**config.mk**
```make
export PLATFORM = sky130hd
export DESIGN_NAME = serial_addsub
export DESIGN_NICKNAME = d
export VERILOG_FILES = /design/src/rtl/serial_addsub_pkg.sv /design/src/rtl/serial_add_digit.sv /design/src/rtl/serial_addsub.sv
export SDC_FILE = /design/constraint.sdc
export NUM_CORES = 1
export LEC_CHECK = 0
export ABC_AREA = 1
export CAP_MARGIN = 0
export CORE_ASPECT_RATIO = 0.75
export CORE_MARGIN = 5
export CORE_UTILIZATION = 52
export CTS_BUF_LIST = sky130_fd_sc_hd__clkbuf_2
export DETAILED_ROUTE_END_ITERATION = 8
export GPL_ROUTABILITY_DRIVEN = 0
export MAX_ROUTING_LAYER = met4
export PLACE_DENSITY_LB_ADDON = 0.3
export SKIP_LAST_GASP = 1
export SLEW_MARGIN = 20
export SYNTH_ARGS = -nofsm -noshare
export SYNTH_HDL_FRONTEND = slang
export SYNTH_SLANG_ARGS = --single-unit
```
**constraint.sdc**
```tcl
create_clock -name clk -period 1.5 [get_ports clk]
set_input_delay 0.15 -clock clk [delete_from_list [all_inputs] [get_ports clk]]
set_output_delay 0.15 -clock clk [all_outputs]
set_load 0.01 [all_outputs]
```
**src/rtl/serial_addsub_pkg.sv**
```systemverilog
// Shared definitions for the digit-serial adder-subtractor: FSM state
// encoding and the parameter sanity check used at elaboration.
package serial_addsub_pkg;

  typedef logic [1:0] state_t;

  localparam state_t IDLE = 2'd0;
  localparam state_t ADD  = 2'd1;
  localparam state_t DONE = 2'd2;

  // True when the width/digit combination can be processed in whole digits.
  function automatic bit width_ok(input int width, input int digit);
    return (width >= 2) && (digit >= 1) && (digit <= width) && ((width % digit) == 0);
  endfunction

endpackage

```
**src/rtl/serial_add_digit.sv**
```systemverilog
// Combinational DIGIT-bit ripple adder. Besides sum and carry-out it exposes
// the carry entering the top bit so the caller can derive signed overflow.
module serial_add_digit #(
  parameter int DIGIT = 1
) (
  input  logic [DIGIT-1:0] a,
  input  logic [DIGIT-1:0] b,
  input  logic             cin,
  output logic [DIGIT-1:0] sum,
  output logic             cout,
  output logic             c_top
);

  // Ripple the carry from bit 0 upwards, noting the carry into the top bit.
  always_comb begin
    logic c;
    c     = cin;
    sum   = '0;
    c_top = cin;
    for (int i = 0; i < DIGIT; i++) begin
      if (i == DIGIT - 1) c_top = c;
      sum[i] = a[i] ^ b[i] ^ c;
      c      = (a[i] & b[i]) | (a[i] & c) | (b[i] & c);
    end
    cout = c;
  end

endmodule

```
**src/rtl/serial_addsub.sv**
```systemverilog
// Digit-serial adder-subtractor with valid/ready handshakes. Operands are
// latched on acceptance, then consumed DIGIT bits per cycle LSB first while
// the result fills in from the MSB end. Subtraction is done as A + ~B + ~borrow.
module serial_addsub
  import serial_addsub_pkg::*;
#(
  parameter int WIDTH = 8,
  parameter int DIGIT = 1
) (
  input  logic             clk,
  input  logic             rst,
  input  logic             in_valid,
  output logic             in_ready,
  input  logic [WIDTH-1:0] a,
  input  logic [WIDTH-1:0] b,
  input  logic             sub,
  input  logic             cin,
  output logic             out_valid,
  input  logic             out_ready,
  output logic [WIDTH-1:0] sum,
  output logic             cout,
  output logic             ovf
);

  localparam int N  = WIDTH / DIGIT;
  localparam int CW = (N > 1) ? $clog2(N) : 1;
  localparam logic [CW-1:0] LAST = CW'(N - 1);

  if (!width_ok(WIDTH, DIGIT)) begin : g_bad_params
    $error("serial_addsub: WIDTH must be >= 2 and a multiple of DIGIT");
  end

  state_t            state;
  logic [WIDTH-1:0]  a_reg;
  logic [WIDTH-1:0]  b_reg;
  logic              carry;
  logic [CW-1:0]     count;

  logic              accept;
  logic              step;
  logic              last;
  logic [DIGIT-1:0]  d_sum;
  logic              d_cout;
  logic              d_ctop;
  logic [WIDTH-1:0]  sum_next;

  assign in_ready  = (state == IDLE);
  assign out_valid = (state == DONE);
  assign accept    = (state == IDLE) && in_valid;
  assign step      = (state == ADD);
  assign last      = step && (count == LAST);
  assign sum_next  = WIDTH'({d_sum, sum} >> DIGIT);

  serial_add_digit #(.DIGIT(DIGIT)) u_digit (
    .a     (a_reg[DIGIT-1:0]),
    .b     (b_reg[DIGIT-1:0]),
    .cin   (carry),
    .sum   (d_sum),
    .cout  (d_cout),
    .c_top (d_ctop)
  );

  // Control FSM: accept in IDLE, run N digit steps, hold result until taken.
  always_ff @(posedge clk or posedge rst) begin
    if (rst) state <= IDLE;
    else begin
      case (state)
        IDLE:    if (in_valid)  state <= ADD;
        ADD:     if (last)      state <= DONE;
        DONE:    if (out_ready) state <= IDLE;
        default:                state <= IDLE;
      endcase
    end
  end

  // Operand A: latch on acceptance, then shift out one digit per step.
  always_ff @(posedge clk or posedge rst) begin
    if (rst)         a_reg <= '0;
    else if (accept) a_reg <= a;
    else if (step)   a_reg <= a_reg >> DIGIT;
  end

  // Operand B: inverted on acceptance for subtraction, then shifted like A.
  always_ff @(posedge clk or posedge rst) begin
    if (rst)         b_reg <= '0;
    else if (accept) b_reg <= sub ? ~b : b;
    else if (step)   b_reg <= b_reg >> DIGIT;
  end

  // Running carry between digits; a borrow-in becomes an inverted carry-in.
  always_ff @(posedge clk or posedge rst) begin
    if (rst)         carry <= 1'b0;
    else if (accept) carry <= sub ? ~cin : cin;
    else if (step)   carry <= d_cout;
  end

  // Digit counter marking the final step of an operation.
  always_ff @(posedge clk or posedge rst) begin
    if (rst)                 count <= '0;
    else if (accept)         count <= '0;
    else if (step && !last)  count <= count + 1'b1;
  end

  // Result accumulates from the MSB end so it lands aligned after N steps.
  always_ff @(posedge clk or posedge rst) begin
    if (rst)         sum <= '0;
    else if (accept) sum <= '0;
    else if (step)   sum <= sum_next;
  end

  // Carry-out of the MSB, captured on the last digit.
  always_ff @(posedge clk or posedge rst) begin
    if (rst)       cout <= 1'b0;
    else if (last) cout <= d_cout;
  end

  // Signed overflow: carry into the MSB differs from carry out of it.
  always_ff @(posedge clk or posedge rst) begin
    if (rst)       ovf <= 1'b0;
    else if (last) ovf <= d_ctop ^ d_cout;
  end

endmodule

```
== Word level (Yosys, flattened, before mapping) ==
Index checks and enable logic that the tools add are counted.

* Bitwise gates (word level): 10
* Add/sub/neg operators: 1
* Reductions and logical operators: 8
* Equality and inequality tests: 6
* Muxes and demuxes: 16

{| class="wikitable"
|+ Operators by type and width
! operator !! count
|-
| $mux 8 || 7
|-
| $not 8->8 || 1
|-
| $mux 2 || 3
|-
| $mux 3 || 2
|-
| $pmux 2 s3 || 1
|-
| $ne 2x1->1 const B || 2
|-
| $reduce_bool 2->1 || 2
|-
| $add 3x1->3 const B || 1
|-
| $and 1x1->1 || 3
|-
| $eq 3x3->1 const B || 1
|-
| $logic_and 1x1->1 || 3
|-
| $mux 1 || 3
|-
| $reduce_and 3->1 || 1
|-
| $xor 1x1->1 || 3
|-
| $eq 2x1->1 const B || 1
|-
| $eq 2x2->1 const B || 1
|-
| $logic_not 2->1 || 1
|-
| $ne 2x2->1 const B || 1
|-
| $or 1x1->1 || 2
|-
| $logic_not 1->1 || 1
|-
| $not 1->1 || 1
|}

* Flip-flop bits (word level): 32
* Logic and storage cells: 49
* Output and inout port bits: 12
* Input port bits: 22

== Depth between registers and ports, before layout ==
Gate-level depths: netlist of the first run.

* Depth in word-level cells: 6
* Mapped depth: 7
* Depth with buffers taken out: 7

== Cells and area by module ==
From an unflattened synthesis of the first run, not the netlist that was laid out.

* Cell total of the unflattened synthesis: 209
* Area total of the unflattened synthesis: 1640.3 um2

{| class="wikitable"
|+ Modules (own cells, without submodules)
! module !! times used !! seq. area each (um2) !! cells each !! area each (um2)
|-
| serial_addsub || 1 || 800.8 || 207 || 1612.8
|-
| serial_add_digit || 1 || 0.0 || 2 || 27.5
|}

== Worst setup path before layout of the first run ==
OpenSTA, ideal clock, no wires.

* Path kind: register -> register
* Start: register carry
* End: register ovf
* Setup time: 0.127 ns
* Path buffers: 0
* Arrival: 1.085 ns
* Cell stages (with the launch flop): 4
* Clock period less this slack: 1.213 ns
* Data required time: 1.373 ns
* Setup slack: 0.287 ns
* Cell sequence: dfrtp_1 fa_1 xnor2_1 o21ai_0

* Word-level cells in the longest chain between the ends: 4
* Elaborated cells between the ends (all ways): 5
* Those cells by class: 5 x bitwise

{| class="wikitable"
|+ RTL lines
! item !! line !! source
|-
| start: declaration || serial_addsub.sv:36 || <nowiki>logic carry;</nowiki>
|-
| start signal: assignment || serial_addsub.sv:93 || <nowiki>else if (accept) carry <= sub ? ~cin : cin;</nowiki>
|-
| start signal: assignment || serial_addsub.sv:94 || <nowiki>else if (step) carry <= d_cout;</nowiki>
|-
| $and 1x1->1 || serial_add_digit.sv:23 || <nowiki>c = (a[i] & b[i]) | (a[i] & c) | (b[i] & c);</nowiki>
|-
| $or 1x1->1 || serial_add_digit.sv:23 ||
|-
| $or 1x1->1 (*) || serial_add_digit.sv:23 ||
|-
| named net d_cout || serial_addsub.sv:43 || <nowiki>logic d_cout;</nowiki>
|-
| $xor 1x1->1 (*) || serial_addsub.sv:120 || <nowiki>else if (last) ovf <= d_ctop ^ d_cout;</nowiki>
|-
| end signal: assignment || serial_addsub.sv:120 ||
|-
| end: declaration || serial_addsub.sv:22 || <nowiki>output logic ovf</nowiki>
|}

The timed path passes the listed nets; every way through them passes the cells marked *.
A chain may end at the register's enable or synchronous reset.

== Final worst setup path of the first run ==
* Start: register sum[3]
* End: output port sum[3]

{| class="wikitable"
|+ RTL lines
! item !! line !! source
|-
| start: declaration || serial_addsub.sv:20 || <nowiki>output logic [WIDTH-1:0] sum,</nowiki>
|-
| start signal: assignment || serial_addsub.sv:108 || <nowiki>else if (step) sum <= sum_next;</nowiki>
|}

No word-level cell between the ends.

==> results of run 1 <==
## final cells by class
type / instances / share of cell area
clock inverters: 1 / 0.00182
clock buffers: 7 / 0.0170
well taps: 38 / 0.0230
inverters: 16 / 0.0303
multi-input cells: 151 / 0.327
flip-flops and latches: 32 / 0.389
repair buffers: 46 / 0.212
## per-stage QoR
step	area, um2	power [uW]	hold slack, ns
after floorplan	1590	2480	0.246
after global placement	1990	3060	0.460
after detailed placement	1990	3130	0.466
after CTS	2030	3520	0.142
after global routing	2060	3830	0.153
final	2060	3550	0.140
## how the worst max path moves through the flow
stage	start	end
final	sum[3]	sum[3]
after global routing	sum[4]	sum[4]
after CTS	state[1]	in_ready
after detailed placement	state[1]	in_ready
after global placement	state[1]	in_ready
after floorplan	carry	ovf
## logic make-up (layout without fill, tap and decap cells)
family | after synthesis | count (layout) | synth area share
XOR/XNOR | 2 | 2 | 0.0110
AO/OA/AOI/OAI | 4 | 4 | 0.0213
flip-flops | 32 | 32 | 0.504
adder cells (fa/ha/maj) | 3 | 3 | 0.0283
AND/OR/NAND/NOR | 142 | 142 | 0.363
buffers and inverters | 23 | 70 | 0.0724
## cells in the mapped netlist
cell type    n
xnor2_1      2
buf_6        2
nor2_4       2
nor2_1       2
inv_1       14
inv_2        1
nand2_1    117
o21ai_4      1
ha_1         2
fa_1         1
nand3_1     19
buf_2        3
o31ai_1      1
o21ai_1      1
dfrtp_1     32
inv_4        1
o21ai_0      1
nand2_2      2
buf_4        2
## timing repair
| item | CTS | global route |
|---|---|---|
| cloned | 0 | 0 |
| endpoints found under the setup margin | 2 | 4 |
| gates resized for setup | 4 | 3 |
| buffers inserted | 1 | 4 |
## power by group through the flow
stage                     combinational [uW]  clock (uW)  sequential (uW)
after floorplan                         1000           0             1480
after global placement                  1590           0             1470
after detailed placement                1640           0             1480
after CTS                               1650         410             1470
after global routing                    1880         445             1510
final                                   1690         401             1460
## layer usage
layer | vias up | global-route usage | wire length [um]
met2 | 39 | 0.282 | 1640
met1 | 644 | 0.222 | 1510
li1 | 722 | - | -
met5 | - | - | 0
met4 | 0 | 0.0568 | 43
met3 | 6 | 0.0433 | 189
==> flow_metrics.env, run 1 <==
export IMPL_status="completed"
export IMPL_die_h_um=57.9
export IMPL_leakage_uw=0.00113
export IMPL_setup_viol_count_final=0
export IMPL_drt_total_wl_mm=3.39
export IMPL_n_antenna_cell=0
export IMPL_rsz0062_at_grt="no"
export IMPL_row_count=17
export IMPL_clk_latency_ns=0.36
export IMPL_drive_gt1_frac=0.119
export IMPL_crit_type="flip-flop to primary output"
export IMPL_clock_skew_ns=0.0156
export IMPL_rr_endpoint="count[1]"
export IMPL_switchingPower_uw=1410
export IMPL_io_pins=34
export IMPL_startpoint_type="flip-flop"
export IMPL_numCtsBuffers=5
export IMPL_end_kind="primary output"
export IMPL_maxCapViolCount=0
export IMPL_worstPathArrival_ns=1.30
export IMPL_cts_sinks=32
export IMPL_p_int_uw=2140
export IMPL_finalMaxSlewViolations=0
export IMPL_firstDrtPassIters=4
export IMPL_cp_buffers_inverters=1
export IMPL_peakVddDrop_mv=0.996
export IMPL_synth_seq_area_share=0.504
export IMPL_area_growth_pct=29.8
export IMPL_avgSynthCellArea_um2=7.71
export IMPL_fmax_ghz=0.690
export IMPL_slowest_stage="clkdlybuf4s50_1"
export IMPL_die_width_um=73.8
export IMPL_cpPeakStageDelay_ns=0.54
export IMPL_r2r_start="count[0]"
export IMPL_synth_top_area_frac=0.504
export IMPL_num_vias=1411
export IMPL_crit_fanout=3
export IMPL_combPwrFrac=0.475
export IMPL_synth_area_leader_cell="dfrtp_1"
export IMPL_cts_buffer_depth=2
export IMPL_worstHoldPathType="input port to async pin"
export IMPL_antenna_left=0
export IMPL_fin_crit_sh=0.966
export IMPL_htreeDepth=2
export IMPL_drt_iter0_drc=34
export IMPL_yosysWarnings=0
export IMPL_drt_vias_per_instance=4.85
export IMPL_fin_crit_ns=1.45
export IMPL_worst_path_dominant_cell_family="buffers and inverters"
export IMPL_p_sw_frac=0.397
export IMPL_synth_cells=206
export IMPL_fill_cells=264
export IMPL_clkTransAtPathRegs_ns=0.16
export IMPL_powerDensity_nw_per_um2=1720
export IMPL_layout_commonest_cell="nand2_1"
export IMPL_drc=0
export IMPL_grt_start_max_net_pins=33
export IMPL_fin_nets=277
export IMPL_required_ns=1.35
export IMPL_ys_top_cells_by_area="dfrtp_1, nand2_1, nand3_1, inv_1, ha_1"
export IMPL_finalHoldViolCount=0
export IMPL_numPortBuffers=33
export IMPL_seq_area_um2=802
export IMPL_max_slew_margin=0.736
export IMPL_p_clk_frac=0.113
export IMPL_grt_pass1_wl_mm=5.66
export IMPL_dieArea_um2=4270
export IMPL_finalSetupTns_ns=0
export IMPL_grt_usage=0.177
export IMPL_wire_per_inst_um=11.6
export IMPL_crit_chain="clkdlybuf4s50_1"
export IMPL_multi_input_area_um2=676
export IMPL_cts_tree="done"
export IMPL_worstSetupPathDepth=1
export IMPL_netlist_area_um2=1590
export IMPL_grt_pass1_vias=1300
export IMPL_dp_hpwl_mm=2.51
export IMPL_cts_root_buffer="clkbuf_2"
export IMPL_core_um2=2940
export IMPL_reg2reg_depth=7
export IMPL_utilization=0.703
export IMPL_synth_nets=231
export IMPL_pwr_share_seq=0.412
export IMPL_ys_ff_latch=32
export IMPL_r2r_slack_ns=0.15
export IMPL_dpl_cell_count=278
export IMPL_finalNonFillerCells=291
export IMPL_holdBufCountCts=0
export IMPL_gr_total_overflow=0
export IMPL_worstMarginPinSlew_ns=0.397
export IMPL_initial_utilization=0.541
export IMPL_setup_slack_ns=0.0516
export IMPL_place_ws_ns=0.123
export IMPL_layout_common_cells="nand2_1, dfrtp_1, clkdlybuf4s50_1"
export IMPL_grt_antenna_before_repair=0
export IMPL_synthDistinctLibCells=19
No activity file was read; power rests on OpenSTA's default activity.
==> run 2, diff against run 1 <==
--- a/config.mk
+++ b/config.mk
@@ -14,7 +14,7 @@
 export DETAILED_ROUTE_END_ITERATION = 8
 export GPL_ROUTABILITY_DRIVEN = 0
 export MAX_ROUTING_LAYER = met4
-export PLACE_DENSITY_LB_ADDON = 0.3
+export PLACE_DENSITY_LB_ADDON = 0.2
 export SKIP_LAST_GASP = 1
 export SLEW_MARGIN = 20
 export SYNTH_ARGS = -nofsm -noshare
==> run 2 against run 1 <==
  * Global-route usage is 0.71 points higher
  * Fmax rose by 0.56%
  * Total power is 1.4% higher
  * Critical endpoint is now in_ready
  * Clock power grew 4%
  * Utilization is 1.6 points higher
  * Cell count increased by 1.0%
  * First-iteration DRC count grew to 2.5 times the previous value
==> flow_metrics.env, run 2 (synthesis gave the netlist of run 1 again) <==
export IMPL_status="completed"
export IMPL_worstPathArrival_ns=1.29
export IMPL_cts_tree="done"
export IMPL_required_ns=1.35
export IMPL_clock_skew_ns=0.0158
export IMPL_max_slew_margin=0.732
export IMPL_dp_hpwl_mm=2.49
export IMPL_end_kind="primary output"
export IMPL_cts_buffer_depth=2
export IMPL_n_antenna_cell=0
export IMPL_met1_usage=0.239
export IMPL_firstDrtPassIters=4
export IMPL_row_count=17
export IMPL_clkTransAtPathRegs_ns=0.17
export IMPL_num_vias=1412
export IMPL_hold_slack_ns=0.117
export IMPL_drc=0
export IMPL_finalHoldViolCount=0
export IMPL_p_sw_frac=0.397
export IMPL_cts_sinks=32
export IMPL_antenna_left=0
export IMPL_clk_latency_ns=0.39
export IMPL_drt_total_wl_mm=3.56
export IMPL_wire_per_inst_um=12.1
export IMPL_io_pins=34
export IMPL_gr_total_overflow=0
export IMPL_rsz0062_at_grt="no"
export IMPL_startpoint_type="flip-flop"
export IMPL_cts_root_buffer="clkbuf_2"
export IMPL_area_growth_pct=32.8
export IMPL_finalMaxSlewViolations=0
export IMPL_switchingPower_uw=1430
export IMPL_p_int_uw=2170
export IMPL_setup_viol_count_final=0
export IMPL_finalSetupTns_ns=0
export IMPL_worstHoldPathType="input port to async pin"
export IMPL_die_h_um=57.9
export IMPL_leakage_uw=0.00124
export IMPL_drive_gt1_frac=0.125
export IMPL_grt_start_max_net_pins=33
export IMPL_maxCapViolCount=0
export IMPL_drt_vias_per_instance=4.80
export IMPL_peakVddDrop_mv=0.923
export IMPL_crit_type="flip-flop to primary output"
export IMPL_dpl_cell_count=279
export IMPL_grt_usage=0.184
export IMPL_dieArea_um2=4270
export IMPL_grt_pass1_wl_mm=5.76
export IMPL_finalNonFillerCells=294
export IMPL_fin_crit_ns=1.44
export IMPL_powerDensity_nw_per_um2=1710
export IMPL_place_area_um2=2010
export IMPL_numPortBuffers=33
export IMPL_fmax_ghz=0.694
export IMPL_crit_fanout=2
export IMPL_combPwrFrac=0.484
export IMPL_layout_commonest_cell="nand2_1"
export IMPL_fin_nets=280
export IMPL_grt_antenna_before_repair=0
export IMPL_holdBufCountCts=0
export IMPL_initial_utilization=0.541
export IMPL_core_um2=2940
export IMPL_pwr_share_seq=0.399
export IMPL_p_clk_frac=0.116
export IMPL_worstMarginPinSlew_ns=0.402
export IMPL_fin_crit_sh=0.960
export IMPL_die_width_um=73.8
export IMPL_fin_area_um2=2110
export IMPL_htreeDepth=2
export IMPL_layout_common_cells="nand2_1, dfrtp_1, clkdlybuf4s50_1"
export IMPL_use_met3=0.0676
export IMPL_grt_busiest_layer="met2"
export IMPL_numCtsBuffers=5
export IMPL_grt_pass1_vias=1342
export IMPL_grt_util_met2=0.258
export IMPL_drt_iter0_drc=86
export IMPL_finalPower_uw=3600
[run 2: area by class of cell]
type                       instances  area, um2
sequential                        32        802
timing repair buffer              49        485
multi-input combinational        151        673
tap                               38       47.5
clock buffer                       7       35.0
clock inverter                     1       3.75
fill                             243        826
inverter                          16       62.6
[run 2: path summary, 6_finish.rpt]
check	depth (start not counted)	slack, ns	startpoint	end
min in group clk	3	0.29	a[7]	a_reg[7]
max in group asynchronous	3	1.08	rst	state[1]
worst min register to register	2	0.50	b_reg[4]	b_reg[3]
worst max-delay path	3	0.06	state[1]	in_ready
worst min-delay path	3	0.12	rst	b_reg[3]
worst max register to register	7	0.15	count[0]	count[2]
[run 2: power by group through the flow]
stage,combinational [uW],clock (uW),sequential [uW]
CTS,1720,435,1450
floorplan,1000,0,1480
finish,1740,419,1440
global route,1980,464,1480
global placement,1630,0,1470
detailed placement,1680,0,1480
[run 2: repair_timing]
action,4_1_cts,5_1_grt
resized for setup,4,9
buffers inserted,3,4
cloned,0,0
endpoints found under the setup margin,4,10
hold endpoints to repair,0,0
[run 2: critical path, stage by stage (launching register included)]
cell and delay (ns):
dfrtp_2 0.46, buf_4 0.15, nor2_1 0.13, clkbuf_2 0.16
[run 2: per-layer routing]
layer / share of wire / wire [um]
met3: 0.082 / 291
met1: 0.44 / 1580
met4: 0.018 / 65
met2: 0.46 / 1620
met5: 0 / 0
[run 2: through the flow]
| stage | worst slack (ns) | utilization |
|---|---|---|
| 2_1_floorplan | 0.287 | - |
| 3_3_place_gp | 0.180 | 0.684 |
| 3_5_place_dp | 0.159 | 0.684 |
| 4_1_cts | -0.0852 | 0.704 |
| 5_1_grt | 0.00322 | 0.719 |
| 6_report | 0.0597 | 0.719 |
==> run 3, diff against run 2 <==
--- a/config.mk
+++ b/config.mk
@@ -16,7 +16,6 @@
 export MAX_ROUTING_LAYER = met4
 export PLACE_DENSITY_LB_ADDON = 0.2
 export SKIP_LAST_GASP = 1
-export SLEW_MARGIN = 20
 export SYNTH_ARGS = -nofsm -noshare
 export SYNTH_HDL_FRONTEND = slang
 export SYNTH_SLANG_ARGS = --single-unit
==> results of run 3 <==
Same layout as run 2: the final DEF is identical, and so are final timing and power.
